$ cat src/rtl/loader_pkg.sv
// Shared encodings for the instruction-memory boot loader:
// FSM state values and the byte-lane positions inside a big-endian word.
package loader_pkg;

  typedef enum logic [2:0] {
    IDLE  = 3'd0,
    LOAD  = 3'd1,
    FLUSH = 3'd2,
    DONE  = 3'd3,
    ERROR = 3'd4
  } state_e;

  localparam logic [1:0] LANE0 = 2'd0;
  localparam logic [1:0] LANE1 = 2'd1;
  localparam logic [1:0] LANE2 = 2'd2;
  localparam logic [1:0] LANE3 = 2'd3;

endpackage

$ cat src/rtl/byte_packer.sv
// Packs accepted bytes into a big-endian 32-bit word. word is the accumulated
// value including the byte being accepted this cycle, so the caller can latch it.
module byte_packer
  import loader_pkg::*;
(
  input  logic        clock,
  input  logic        clr,
  input  logic        clear,
  input  logic        accept,
  input  logic [7:0]  byte_in,
  input  logic        last_in,
  output logic [31:0] word,
  output logic        word_valid,
  output logic        partial_valid
);

  logic [1:0]  lane_q, lane_d;
  logic [31:0] acc_q, acc_d;

  always_comb begin
    word = acc_q;
    case (lane_q)
      LANE0: word[31:24] = byte_in;
      LANE1: word[23:16] = byte_in;
      LANE2: word[15:8]  = byte_in;
      LANE3: word[7:0]   = byte_in;
    endcase
  end

  assign word_valid    = accept && (lane_q == LANE3);
  assign partial_valid = accept && last_in && (lane_q != LANE3);

  // The accumulator restarts at zero for every word, which gives the zero padding.
  always_comb begin
    lane_d = lane_q;
    acc_d  = acc_q;
    if (clear) begin
      lane_d = LANE0;
      acc_d  = '0;
    end else if (accept) begin
      if (word_valid || last_in) begin
        lane_d = LANE0;
        acc_d  = '0;
      end else begin
        lane_d = lane_q + 2'd1;
        acc_d  = word;
      end
    end
  end

  always_ff @(posedge clock or posedge clr) begin
    if (clr) begin
      lane_q <= LANE0;
      acc_q  <= '0;
    end else begin
      lane_q <= lane_d;
      acc_q  <= acc_d;
    end
  end

endmodule

$ cat src/rtl/imem_loader.sv
// Boot loader: streams bytes into instruction memory as big-endian words and
// holds the CPU in reset until the whole image has been written.
module imem_loader
  import loader_pkg::*;
#(
  parameter int ADDR_W = 6
) (
  input  logic              clock,
  input  logic              clr,
  input  logic              start,
  input  logic              in_valid,
  input  logic [7:0]        in_data,
  input  logic              in_last,
  output logic              in_ready,
  output logic              wr_en,
  output logic [ADDR_W-1:0] wr_addr,
  output logic [31:0]       wr_data,
  output logic              cpu_clrn,
  output logic              done,
  output logic              err,
  output logic [ADDR_W:0]   word_count
);

  localparam logic [ADDR_W:0] CAP = {1'b1, {ADDR_W{1'b0}}};

  state_e            state_q, state_d;
  logic              in_ready_q, wr_en_q, wr_en_d;
  logic [ADDR_W-1:0] wr_addr_q, wr_addr_d;
  logic [31:0]       wr_data_q, wr_data_d;
  logic              cpu_clrn_q, done_q, err_q;
  logic [ADDR_W:0]   word_count_q, word_count_d, count_next;

  logic        accept, overflow, pack_accept, start_go;
  logic [31:0] word;
  logic        word_valid, partial_valid;

  // count_next includes a write still in flight, so addressing and the
  // capacity check never lag a back-to-back word.
  assign count_next  = word_count_q + {{ADDR_W{1'b0}}, wr_en_q};
  assign accept      = in_valid && in_ready_q;
  assign overflow    = accept && (count_next == CAP);
  assign pack_accept = accept && !overflow;
  assign start_go    = start && (state_q inside {IDLE, DONE, ERROR});

  byte_packer u_packer (
    .clock         (clock),
    .clr           (clr),
    .clear         (start_go),
    .accept        (pack_accept),
    .byte_in       (in_data),
    .last_in       (in_last),
    .word          (word),
    .word_valid    (word_valid),
    .partial_valid (partial_valid)
  );

  always_comb begin
    state_d      = state_q;
    wr_en_d      = 1'b0;
    wr_addr_d    = wr_addr_q;
    wr_data_d    = wr_data_q;
    word_count_d = count_next;
    case (state_q)
      IDLE, DONE, ERROR: begin
        if (start_go) begin
          state_d      = LOAD;
          word_count_d = '0;
        end
      end
      LOAD: begin
        if (overflow) begin
          state_d = ERROR;
        end else if (pack_accept) begin
          if (word_valid || partial_valid) begin
            wr_en_d   = 1'b1;
            wr_addr_d = count_next[ADDR_W-1:0];
            wr_data_d = word;
          end
          if (in_last) state_d = partial_valid ? FLUSH : DONE;
        end
      end
      FLUSH:   state_d = DONE;
      default: state_d = IDLE;
    endcase
  end

  always_ff @(posedge clock or posedge clr) begin
    if (clr) begin
      state_q      <= IDLE;
      in_ready_q   <= 1'b0;
      wr_en_q      <= 1'b0;
      wr_addr_q    <= '0;
      wr_data_q    <= '0;
      cpu_clrn_q   <= 1'b0;
      done_q       <= 1'b0;
      err_q        <= 1'b0;
      word_count_q <= '0;
    end else begin
      state_q      <= state_d;
      in_ready_q   <= (state_d == LOAD);
      wr_en_q      <= wr_en_d;
      wr_addr_q    <= wr_addr_d;
      wr_data_q    <= wr_data_d;
      cpu_clrn_q   <= (state_d == DONE);
      done_q       <= (state_d == DONE);
      err_q        <= (state_d == ERROR);
      word_count_q <= word_count_d;
    end
  end

  assign in_ready   = in_ready_q;
  assign wr_en      = wr_en_q;
  assign wr_addr    = wr_addr_q;
  assign wr_data    = wr_data_q;
  assign cpu_clrn   = cpu_clrn_q;
  assign done       = done_q;
  assign err        = err_q;
  assign word_count = word_count_q;

endmodule

$ cat config.mk
export PLATFORM = sky130hd
export DESIGN_NAME = imem_loader
export DESIGN_NICKNAME = d
export VERILOG_FILES = /design/src/rtl/loader_pkg.sv /design/src/rtl/byte_packer.sv /design/src/rtl/imem_loader.sv
export SDC_FILE = /design/constraint.sdc
export NUM_CORES = 1
export LEC_CHECK = 0
export CORE_UTILIZATION = 48
export CTS_CLUSTER_DIAMETER = 120
export CTS_CLUSTER_SIZE = 24
export DETAILED_ROUTE_END_ITERATION = 16
export PLACE_DENSITY = 0.76
export SYNTH_ARGS = -nofsm -noshare
export SYNTH_HDL_FRONTEND = slang
export SYNTH_SLANG_ARGS = --single-unit
export TNS_END_PERCENT = 5
$ cat constraint.sdc
create_clock -name clock -period 2.55 [get_ports clock]
set_input_delay 0.3825 -clock clock [delete_from_list [all_inputs] [get_ports clock]]
set_output_delay 0.3825 -clock clock [all_outputs]
set_load 0.01 [all_outputs]
=== Word-level counts from Yosys, hierarchy flattened ===
Index checks and enable logic that the tools add are counted.

* Eq/ne operators: 12
* Reduce and logical (&&, ||, !) cells: 16
* Multiply operators: 0
* Add/sub/neg operators: 2
* Muxes and demuxes: 22
* Div/mod/pow operators: 0
* Bitwise operators: 1
* Magnitude comparators: 0
* Shifts and indexed selects: 0

{| class="wikitable"
|+ Operators by type and width
! kind !! number
|-
| two-way mux 32 bit || 3
|-
| two-way mux 8 bit || 4
|-
| two-way mux 7 bit || 2
|-
| two-way mux 3 bit || 4
|-
| equality test 3 x 2 -> 1 bit (second input constant) || 3
|-
| case mux 3 bit (3 select lines) || 1
|-
| adder 7 x 1 -> 7 bit || 1
|-
| equality test 7 bit (second input constant) || 1
|-
| logical AND 1 bit || 7
|-
| equality test 3 x 1 -> 1 bit (second input constant) || 2
|-
| equality test 3 bit (second input constant) || 2
|-
| two-way mux 2 bit || 3
|-
| two-way mux 1 bit || 5
|-
| equality test 2 bit (second input constant) || 2
|-
| AND reduction 4 bit || 1
|-
| logical NOT 3 bit || 1
|-
| nonzero test 3 bit || 1
|-
| OR reduction 3 bit || 1
|-
| adder 2 x 1 -> 2 bit (second input constant) || 1
|-
| equality test 2 x 1 -> 1 bit (second input constant) || 1
|-
| logical NOT 2 bit || 1
|-
| logical OR 1 bit || 2
|-
| inequality test 2 bit (second input constant) || 1
|-
| nonzero test 2 bit || 1
|-
| other kinds (2) || 2
|}

* Register bits: 86
* RAM bits: 0
* Memories kept: 0
* Memory bits (read-only): 0
* Word-level logic and storage cells: 63
* Bits in latches: 0
* Input bits: 13
* Output and inout port bits: 50

=== Logic depth before layout (Yosys ltp) ===
Gate-level depths: netlist (run 1).

* Word-level depth: 13
* Gate-level depth with buffers: 9
* Mapped depth without buffers: 7

=== By module ===
From an unflattened synthesis (run 1), not the netlist that was laid out.

* Cells, all modules: 282
* Area, all modules: 3921.3 sq um

{| class="wikitable"
|+ Modules (own cells, without submodules)
! module !! seq. area each (sq um) !! area an instance (sq um) !! times used !! cells an instance
|-
| imem_loader || 1301.2 || 2177.1 || 1 || 158
|-
| byte_packer || 850.8 || 1744.2 || 1 || 124
|}

=== Least setup slack after synthesis (run 1) ===
Ideal clock, no wire load.

* Path kind: register -> register
* From: reg wr_en_q (netlist: wr_en)
* To: reg wr_addr_q[5] (netlist: wr_addr[5])
* Setup time: 125 ps
* Stages on the path, launching flop included: 9
* Period minus slack after synthesis: 2265 ps
* Path slack: 285 ps
* Required time: 2425 ps
* Data arrival time: 2140 ps
* Buffers on the path: 2
* Cell sequence: dfrtp_1 ha_1 ha_1 nor3_1 o211ai_4 nand4_1 buf_4 buf_6 mux2_2

* Word-level cells in the longest chain between the ends: 9
* Elaborated cells on any way between the ends: 11
* Classes of those cells: add/sub (1); eq/ne (1); bitwise (1); reduce/logical (8)

{| class="wikitable"
|+ RTL lines
! item !! RTL line !! text
|-
| from (decl) || imem_loader.sv:27 || <nowiki>logic in_ready_q, wr_en_q, wr_en_d;</nowiki>
|-
| from (signal assigned) || imem_loader.sv:101 || <nowiki>wr_en_q <= wr_en_d;</nowiki>
|-
| adder 7 x 1 -> 7 bit * || imem_loader.sv:39 || <nowiki>assign count_next = word_count_q + {{ADDR_W{1'b0}}, wr_en_q};</nowiki>
|-
| equality test 7 bit || imem_loader.sv:41 || <nowiki>assign overflow = accept && (count_next == CAP);</nowiki>
|-
| logical AND 1 bit || imem_loader.sv:41 ||
|-
| logical NOT 1 bit || imem_loader.sv:42 || <nowiki>assign pack_accept = accept && !overflow;</nowiki>
|-
| logical AND 1 bit || imem_loader.sv:42 ||
|-
| logical AND 1 bit (2 in a row) || byte_packer.sv:31 || <nowiki>assign partial_valid = accept && last_in && (lane_q != LANE3);</nowiki>
|-
| logical OR 1 bit || imem_loader.sv:74 || <nowiki>if (word_valid || partial_valid) begin</nowiki>
|-
| AND reduction 4 bit (no line) || -- ||
|-
| to (signal assigned) || imem_loader.sv:102 || <nowiki>wr_addr_q <= wr_addr_d;</nowiki>
|-
| to (decl) || imem_loader.sv:28 || <nowiki>logic [ADDR_W-1:0] wr_addr_q, wr_addr_d;</nowiki>
|}

Mark *: on every way between the ends. The rest lies on a longest branch, timed or not.
A chain may end at the register's enable or synchronous reset.

=== Worst setup path in the final report (run 1) ===
* From: reg word_count_q[0] (netlist: word_count[0])
* To: reg wr_data_q[23] (netlist: wr_data[23])

* Word-level cells in the longest chain between the ends: 9
* Elaborated cells on any way between the ends: 11
* Classes of those cells: add/sub (1); eq/ne (1); bitwise (1); reduce/logical (8)

{| class="wikitable"
|+ RTL lines
! item !! RTL line !! text
|-
| from (decl) || imem_loader.sv:31 || <nowiki>logic [ADDR_W:0] word_count_q, word_count_d, count_next;</nowiki>
|-
| from (signal assigned) || imem_loader.sv:107 || <nowiki>word_count_q <= word_count_d;</nowiki>
|-
| adder 7 x 1 -> 7 bit * || imem_loader.sv:39 ||
|-
| equality test 7 bit * || imem_loader.sv:41 ||
|-
| logical AND 1 bit * || imem_loader.sv:41 ||
|-
| logical NOT 1 bit || imem_loader.sv:42 ||
|-
| logical AND 1 bit || imem_loader.sv:42 ||
|-
| logical AND 1 bit (2 in a row) || byte_packer.sv:31 ||
|-
| logical OR 1 bit || imem_loader.sv:74 ||
|-
| AND reduction 4 bit (no line) * || -- ||
|-
| to (signal assigned) || imem_loader.sv:103 || <nowiki>wr_data_q <= wr_data_d;</nowiki>
|-
| to (decl) || imem_loader.sv:29 || <nowiki>logic [31:0] wr_data_q, wr_data_d;</nowiki>
|}

Marks and branches as above.

==> results of run 1 <==
==> per-layer routing <==
layer	wire length, um	vias to the layer above
met2	3980	82
met1	3690	1336
met4	147	0
met3	345	14
met5	0	-
li1	-	1213
==> placed cells by master (no fill, tap or decap), drive strengths merged, types with 8 or more instances in the layout <==
cell type       n
a21oi           9
nor2           17
inv             9
clkbuf          9
dfrtp          86
mux2           70
and3            8
clkdlybuf4s50  62
a32o           24
buf            12
and2           10
==> final timing paths <==
kind,from,end,slack [ns]
worst max-delay path,word_count[0],wr_data[23],0.27
worst min-delay path,clr,err,0.49
worst max register to register,word_count[0],wr_data[23],0.27
worst min register to register,u_packer.acc_q[25],u_packer.acc_q[25],0.49
max in group asynchronous,clr,u_packer.acc_q[27],1.70
min in group clock,u_packer.acc_q[25],u_packer.acc_q[25],0.49
==> sequential cells by signal, indices dropped and copies added (netlist names) <==
register and cells:
wr_en 1, u_packer.lane_q 2, state_q 3, done 1, wr_data 32, u_packer.acc_q 32, err 1, word_count 7
in_ready 1, wr_addr 6
==> power by group <==
| group | internal (W) | switching (W) |
|---|---|---|
| Sequential | 0.00170 | 0.000203 |
| Clock | 0.000557 | 0.000509 |
| Combinational | 0.00102 | 0.000819 |
==> worst max-delay path, delay by kind of cell (launching register included) <==
kind | cells | cell delay (ns)
AO/OA/AOI/OAI | 2 | 0.48
AND/OR/NAND/NOR | 2 | 0.32
adder cells (fa/ha/maj) | 2 | 0.44
flip-flops | 1 | 0.36
buffers and inverters | 1 | 0.21
multiplexers | 1 | 0.35
==> cell families after synthesis <==
family | after synthesis | share of synthesized area (%)
DFF | 86 | 55.6
muxes | 70 | 20.4
and+or+nand+nor | 56 | 7.37
AOI/OAI and AO/OA | 45 | 10.2
buffers and inverters | 25 | 2.94
xor gates and xnor gates | 7 | 1.58
adders and majority gates | 6 | 1.94
==> metrics by stage <==
step | hold slack, ns | total power [W] | instances | setup WS, ns | util [%]
floorplan | 0.462 | 0.00299 | 295 | 0.285 | -
global placement | 0.471 | 0.00372 | 454 | 0.305 | 60.1
detailed placement | 0.477 | 0.00377 | 454 | 0.256 | 60.1
CTS | 0.497 | 0.00484 | 470 | 0.239 | 62.9
global route | 0.511 | 0.00507 | 470 | 0.115 | 62.9
finish | 0.488 | 0.00481 | 470 | 0.267 | 62.9
==> cell type report <==
type                       count  area, um^2
fill                         616        2880
sequential                    86        2150
multi-input combinational    184        1610
timing repair buffer          74         748
tap                          102         128
clock buffer                   9         124
clock inverter                 7        96.3
inverter                       8        33.8
==> flow_metrics.tcl, run 1 <==
set metrics [dict create \
    synth-seq-cells 86 \
    synthTopCellsByCount "dfrtp_1 (86), mux2_2 (70), a32o_1 (24), nor2_1 (17)" \
    ir_drop_uv 521 \
    grt.total_usage_pct 20.8 \
    gp_congestion 0.780 \
    synthesis.area_um2 3870 \
    die_y_um 91.8 \
    hpwl_um 5320 \
    hold_violations 0 \
    wl_per_cell_um 17.4 \
    areaGrowthSynthToFinish_pct 26.2 \
    p_leak_nw 2.29 \
    synth.most_common_cell "dfrtp_1" \
    start_util_pct 49.9 \
    core_area_um2 7770 \
    met2_usage_pct 33.0 \
    grt_pass1_vias 2697 \
    synth_area_leaders "dfrtp_1 (56%), mux2_2 (20%), a32o_1 (6.2%), ha_1 (1.9%), nor2_1 (1.6%)" \
    drtIter0Drc 137 \
    drt_pre_antenna_iters 4 \
    clock_latency_ns 0.36 \
    seq_area_frac_synth_pct 55.6 \
    via_per_inst 5.63 \
    cts.sinks 86 \
    clock_path_buffers 2 \
    antenna_cells 0 \
    post_cts_resized 0 \
    io-pin-count 63 \
    reg2regPathDepth 8 \
    synth_fp_nets 314 \
    timing.fmax_ghz 0.438 \
    max_stage_delay_ns 0.36 \
    critPathArrivalTime_ns 2.53 \
    grt_max_degree 87 \
    use_met3_pct 3.90 \
    cts_tree "yes" \
    dieArea_um2 8430 \
    ys.flop_type "dfrtp_1" \
    busiest_layer "met2" \
    grt.overflow.total 0 \
    path_class "reg2reg" \
    synth_top_area_share_pct 55.6 \
    hold_path_class "in2async" \
    yosysWarningCount 0 \
    grt_setup_unrepaired "false" \
    die_w_um 91.8 \
    cts_setup_buffers 0 \
    period_needed_ns 2.28 \
    dpl_cell_area_um2 4670 \
    vias 2645 \
    cap_violations 0 \
    status "finished clean" \
    crit_top_cell "ha_1" \
    cts_max_level 3 \
    p_per_area_nw_per_um2 983 \
    finalWirelength_um 8160 \
    drv_slew 0 \
    numCtsBuffers 9 \
    io_buffers 62 \
    synth.distinct_cells 32 \
    synthArstFlopShare_pct 100 \
    root_buffer "clkbuf_8" \
    postCtsHoldBufs 0 \
    setup_viol 0 \
    path_cells "ha_1 -> ha_1 -> nand2_1 -> o32ai_2 -> o211ai_4 -> nand4_1 -> buf_12 -> mux2_2" \
    skew_ns 0.0130 \
    setup_tns_ns 0 \
    nets 382 \
    slowest_stage "dfrtp_1" \
    crit_path_start_kind "register" \
    rows 32 \
    path_max_fanout 20 \
    drive_above_1_share_pct 27.7 \
    max_slew_margin_pct 66.5 \
    ant_nets 0 \
    yosys.area.top_type "dfrtp_1" \
    finalInstanceArea_um2 4890 \
    drc 0 \
    syn_avg_cell_area_um2 13.1 \
    tightest_slew_ns 0.503 \
    cp-end-kind "register" \
    grt.met1_usage_pct 28.2 \
    clkTransAtPathRegs_ns 0.10 \
    antenna_found_initial 0 \
    fin_crit_sh_pct 89.5 \
    synth_enable_flop_cells 0 \
    netlist_instances 295 \
    required_ns 2.80 \
    grt_pass1_wl_um 13500 \
]
Note: power is estimated with default switching activity, not from simulation.
==> run 2: changes to the inputs <==
--- a/config.mk
+++ b/config.mk
@@ -5,11 +5,11 @@
 export SDC_FILE = /design/constraint.sdc
 export NUM_CORES = 1
 export LEC_CHECK = 0
-export CORE_UTILIZATION = 48
+export CORE_UTILIZATION = 40
 export CTS_CLUSTER_DIAMETER = 120
 export CTS_CLUSTER_SIZE = 24
 export DETAILED_ROUTE_END_ITERATION = 16
-export PLACE_DENSITY = 0.76
+export PLACE_DENSITY = 0.65
 export SYNTH_ARGS = -nofsm -noshare
 export SYNTH_HDL_FRONTEND = slang
 export SYNTH_SLANG_ARGS = --single-unit
==> run 2 against run 1 <==
Against the previous run: flip-flop and latch count is the same; fmax fell by 2.8%; sequential power hardly changed; count of clock-buffer cells in the layout grew 3; combinational power is essentially flat; global-route usage shrank 3.6 points; critical path type unchanged; largest power group unchanged; highest routed layer unchanged.
==> flow_metrics.tcl, run 2 (synthesis gave the netlist of run 1 again) <==
set metrics [dict create \
    setup_viol 0 \
    use_met3_pct 3.90 \
    met2_usage_pct 27.1 \
    cp-end-kind "register" \
    hpwl_um 5420 \
    grt_pass1_wl_um 13400 \
    cts_max_level 3 \
    start_util_pct 41.5 \
    io-pin-count 63 \
    slowest_stage "dfrtp_1" \
    clkTransAtPathRegs_ns 0.09 \
    path_class "reg2reg" \
    period_needed_ns 2.35 \
    crit_top_cell "ha_1" \
    core_area_um2 9330 \
    ant_nets 0 \
    timing.fmax_ghz 0.426 \
    grt_max_degree 87 \
    max_stage_delay_ns 0.36 \
    seq_area_um2 2150 \
    p_leak_nw 2.29 \
    drt_pre_antenna_iters 5 \
    hold_violations 0 \
    root_buffer "clkbuf_8" \
    critPathArrivalTime_ns 2.59 \
    grt_setup_unrepaired "false" \
    cap_violations 0 \
    tightest_slew_ns 0.497 \
    clock_path_buffers 2 \
    fillers 815 \
    finalWirelength_um 8170 \
    grt.overflow.total 0 \
    crit_path_start_kind "register" \
    drive_above_1_share_pct 27.2 \
    final_util_pct 52.8 \
    wl_per_cell_um 16.5 \
    cts_tree "yes" \
    setup_tns_ns 0 \
    multi_input_area_um2 1610 \
    fin_crit_sh_pct 92.1 \
    path_max_fanout 31 \
    ir_drop_uv 496 \
    clock_latency_ns 0.35 \
    mostFrequentLayoutCell "dfrtp_1" \
    drtIter0Drc 153 \
    areaGrowthSynthToFinish_pct 27.2 \
    grt.total_usage_pct 17.2 \
    max_slew_margin_pct 66.9 \
    hold_path_class "reg2reg" \
    skew_ns 0.00997 \
    rows 35 \
    io_buffers 62 \
    layout_common_cells "dfrtp_1 (86), mux2_2 (70), clkdlybuf4s50_1 (62)" \
    antenna_found_initial 0 \
    status "finished clean" \
    antenna_cells 0 \
    drc 0 \
    dieArea_um2 10100 \
    cts.sinks 86 \
    die_y_um 100 \
    numCtsBuffers 9 \
    postCtsHoldBufs 0 \
    finalPower_w 0.00484 \
    post_cts_resized 0 \
    die_w_um 100 \
    via_per_inst 5.36 \
    grt.met1_usage_pct 23.7 \
    grt_pass1_vias 2711 \
    whs_ns 0.492 \
    cts_setup_buffers 0 \
    path_cells "ha_1 -> ha_1 -> nand2_1 -> o32ai_2 -> o211ai_4 -> nand4_1 -> buf_12 -> mux2_2" \
    busiest_layer "met2" \
    drv_slew 0 \
    p_per_area_nw_per_um2 983 \
    nets 381 \
    gp_congestion 0.809 \
    vias 2660 \
    required_ns 2.79 \
]
[run 2: path summary, 6_finish.rpt]
check	end	cells past startpoint	slack [ns]	start
max reg2reg	wr_data[28]	8	0.20	word_count[0]
max in group asynchronous	wr_data[23]	3	1.68	clr
min	u_packer.acc_q[19]	1	0.49	u_packer.acc_q[19]
min in group asynchronous	done	3	0.51	clr
min reg2reg	u_packer.acc_q[19]	1	0.49	u_packer.acc_q[19]
max	wr_data[28]	8	0.20	word_count[0]
[run 2: final cells by class]
cell class,count,area share (%)
flip-flops and latches,86,43.7
multi-input cells,184,32.6
repair buffers,73,15.0
well taps,129,3.28
clock buffers,12,3.15
clock inverters,4,1.57
inverters,8,0.686
[run 2: routing by layer]
| metal | up-vias | part of all wire [%] |
|---|---|---|
| li1 | 1212 | - |
| met1 | 1345 | 46 |
| met4 | 0 | 0.84 |
| met5 | - | 0 |
| met3 | 8 | 5.7 |
| met2 | 95 | 48 |
[run 2: critical path: cells and delay by family (launching register included)]
family / cells / cell delay (ns)
compound gates: 2 / 0.53
fa+ha+maj: 2 / 0.45
buf+inv: 1 / 0.23
flops: 1 / 0.36
mux: 1 / 0.36
simple gates: 2 / 0.29
[run 2: report_power, final]
part / leakage, nW / internal, W / switching [W]
Combinational: 1.01 / 0.00103 / 0.000830
Sequential: 1.17 / 0.00170 / 0.000200
Clock: 0.117 / 0.000611 / 0.000477
Total: 2.29 / 0.00334 / 0.00151
[run 2: metrics by stage]
step | cells | setup slack [ns] | instance area [um^2]
2_1_floorplan | 295 | 0.285 | 3880
3_3_place_gp | 480 | 0.258 | 4690
3_5_place_dp | 480 | 0.203 | 4690
4_1_cts | 496 | 0.181 | 4930
5_1_grt | 496 | 0.0437 | 4930
6_report | 496 | 0.202 | 4930
==> run 3: changes to the inputs <==
--- a/config.mk
+++ b/config.mk
@@ -6,10 +6,9 @@
 export NUM_CORES = 1
 export LEC_CHECK = 0
 export CORE_UTILIZATION = 40
-export CTS_CLUSTER_DIAMETER = 120
 export CTS_CLUSTER_SIZE = 24
 export DETAILED_ROUTE_END_ITERATION = 16
-export PLACE_DENSITY = 0.65
+export PLACE_DENSITY = 0.71
 export SYNTH_ARGS = -nofsm -noshare
 export SYNTH_HDL_FRONTEND = slang
 export SYNTH_SLANG_ARGS = --single-unit
==> run 3 against run 2 <==
Against the previous run: non-clock buffer count is 3 higher; global-route usage grew 0.84 points; core utilization is 0.44 points higher; sequential power hardly changed; first-iteration DRC count grew 2.6%; largest cell class unchanged; combinational power hardly changed; critical path type unchanged; worst setup slack improved by 0.0081 ns.
==> flow_metrics.tcl, run 3 (synthesis gave the netlist of run 1 again) <==
set metrics [dict create \
    status "finished clean" \
    layout.cells.non_filler 499 \
    layout_common_cells "dfrtp_1 (86), mux2_2 (70), clkdlybuf4s50_1 (62)" \
    p_per_area_nw_per_um2 985 \
    fin_crit_sh_pct 91.8 \
    switching_share_pct 30.6 \
    hpwl_um 5700 \
    tightest_slew_ns 0.476 \
    ir_drop_uv 386 \
    die_w_um 100 \
    clkTransAtPathRegs_ns 0.09 \
    drv_slew 0 \
    clockPowerShare_pct 23.2 \
    timing.fmax_ghz 0.427 \
    drive_above_1_share_pct 27.6 \
    areaGrowthSynthToFinish_pct 28.3 \
    path_class "reg2reg" \
    drtIter0Drc 157 \
    finalWirelength_um 8260 \
    hold_path_class "in2async" \
    intPower_w 0.00340 \
    skew_ns 0.00931 \
    cts_tree "yes" \
    required_ns 2.79 \
    max_slew_margin_pct 68.2 \
    finalPower_w 0.00490 \
    antenna_found_initial 0 \
    drt_pre_antenna_iters 4 \
    cts.sinks 86 \
    setup_viol 0 \
    period_needed_ns 2.34 \
    path_max_fanout 20 \
    crit_path_start_kind "register" \
    dpl_cell_area_um2 4730 \
    combPwrFrac_pct 37.9 \
    antenna_cells 0 \
    wl_per_cell_um 16.6 \
    io-pin-count 63 \
    via_per_inst 5.29 \
    drc 0 \
    grt_pass1_wl_um 13900 \
    dieArea_um2 10100 \
    cts_max_level 3 \
    grt.overflow.total 0 \
    grt_setup_unrepaired "false" \
    nets 384 \
    dp_cells 483 \
    vias 2641 \
    root_buffer "clkbuf_8" \
    rows 35 \
    whs_ns 0.374 \
    core_area_um2 9330 \
    power_frac_seq_pct 38.9 \
    hold_violations 0 \
    setup_tns_ns 0 \
    die_y_um 100 \
    critPathArrivalTime_ns 2.58 \
    mostFrequentLayoutCell "dfrtp_1" \
    cap_violations 0 \
    cp-end-kind "register" \
    cts_setup_buffers 0 \
    clock_latency_ns 0.36 \
    postCtsHoldBufs 0 \
    finalInstanceArea_um2 4970 \
    ant_nets 0 \
    switchingPower_w 0.00150 \
    grt.total_usage_pct 18.0 \
    io_buffers 62 \
    p_leak_nw 2.31 \
    rrSetupSlack_ns 0.21 \
    post_cts_resized 0 \
    numCtsBuffers 9 \
    start_util_pct 41.5 \
    grt_max_degree 49 \
    clock_path_buffers 2 \
    grt_pass1_vias 2721 \
    gp_congestion 0.801 \
]
[run 3: cell types whose count changed in the layout (fill, tap and decap cells not counted)]
| cell | delta |
|---|---|
| inv_6 | -1 |
| bufinv_16 | +1 |
| clkinv_4 | +1 |
| buf_12 | +1 |
| clkbuf_1 | +1 |
| buf_4 | +2 |
| clkbuf_8 | -2 |
[run 3: worst max-delay path, cell delays in order (launching register included)]
cell,delay (ns)
dfrtp_1,0.36
ha_1,0.22
ha_1,0.27
nand2_1,0.10
o32ai_2,0.36
o211ai_4,0.12
nand4_1,0.23
buf_12,0.20
mux2_2,0.35
[run 3: power groups by stage]
stage / Sequential [W] / Combinational, W / Clock [W]
after floorplan: 0.00199 / 0.00101 / 0
after CTS: 0.00191 / 0.00188 / 0.00116
final: 0.00190 / 0.00186 / 0.00114
after global routing: 0.00195 / 0.00203 / 0.00121
after detailed placement: 0.00193 / 0.00187 / 0
after global placement: 0.00192 / 0.00184 / 0
[run 3: layer usage]
metal	track usage, %	wire (um)
met1	25.5	3880
met4	5.69	78
met5	0	0
met2	28.0	3970
met3	3.62	338
[run 3: worst paths after layout]
kind	from	endpoint	cells past startpoint
worst max-delay path	wr_en	wr_data[4]	8
worst min-delay path	clr	state_q[0]	2
worst max register to register	wr_en	wr_data[4]	8
worst min register to register	u_packer.acc_q[18]	u_packer.acc_q[18]	1
max in group asynchronous	clr	wr_data[3]	3
min in group clock	u_packer.acc_q[18]	u_packer.acc_q[18]	1
[run 3: cell type report]
type	instances	area (um^2)
multi-input cells	184	1610
fillers	831	4360
repair buffers	76	776
well taps	129	161
inverters	8	33.8
clock inverters	5	108
clock buffers	11	131
flip-flops and latches	86	2150
[run 3: stage by stage]
step / utilization, % / setup WS, ns
after floorplan: - / 0.285
after global placement: 50.7 / 0.326
after CTS: 53.3 / 0.201
after detailed placement: 50.7 / 0.239
final: 53.3 / 0.210
after global routing: 53.3 / 0.0744
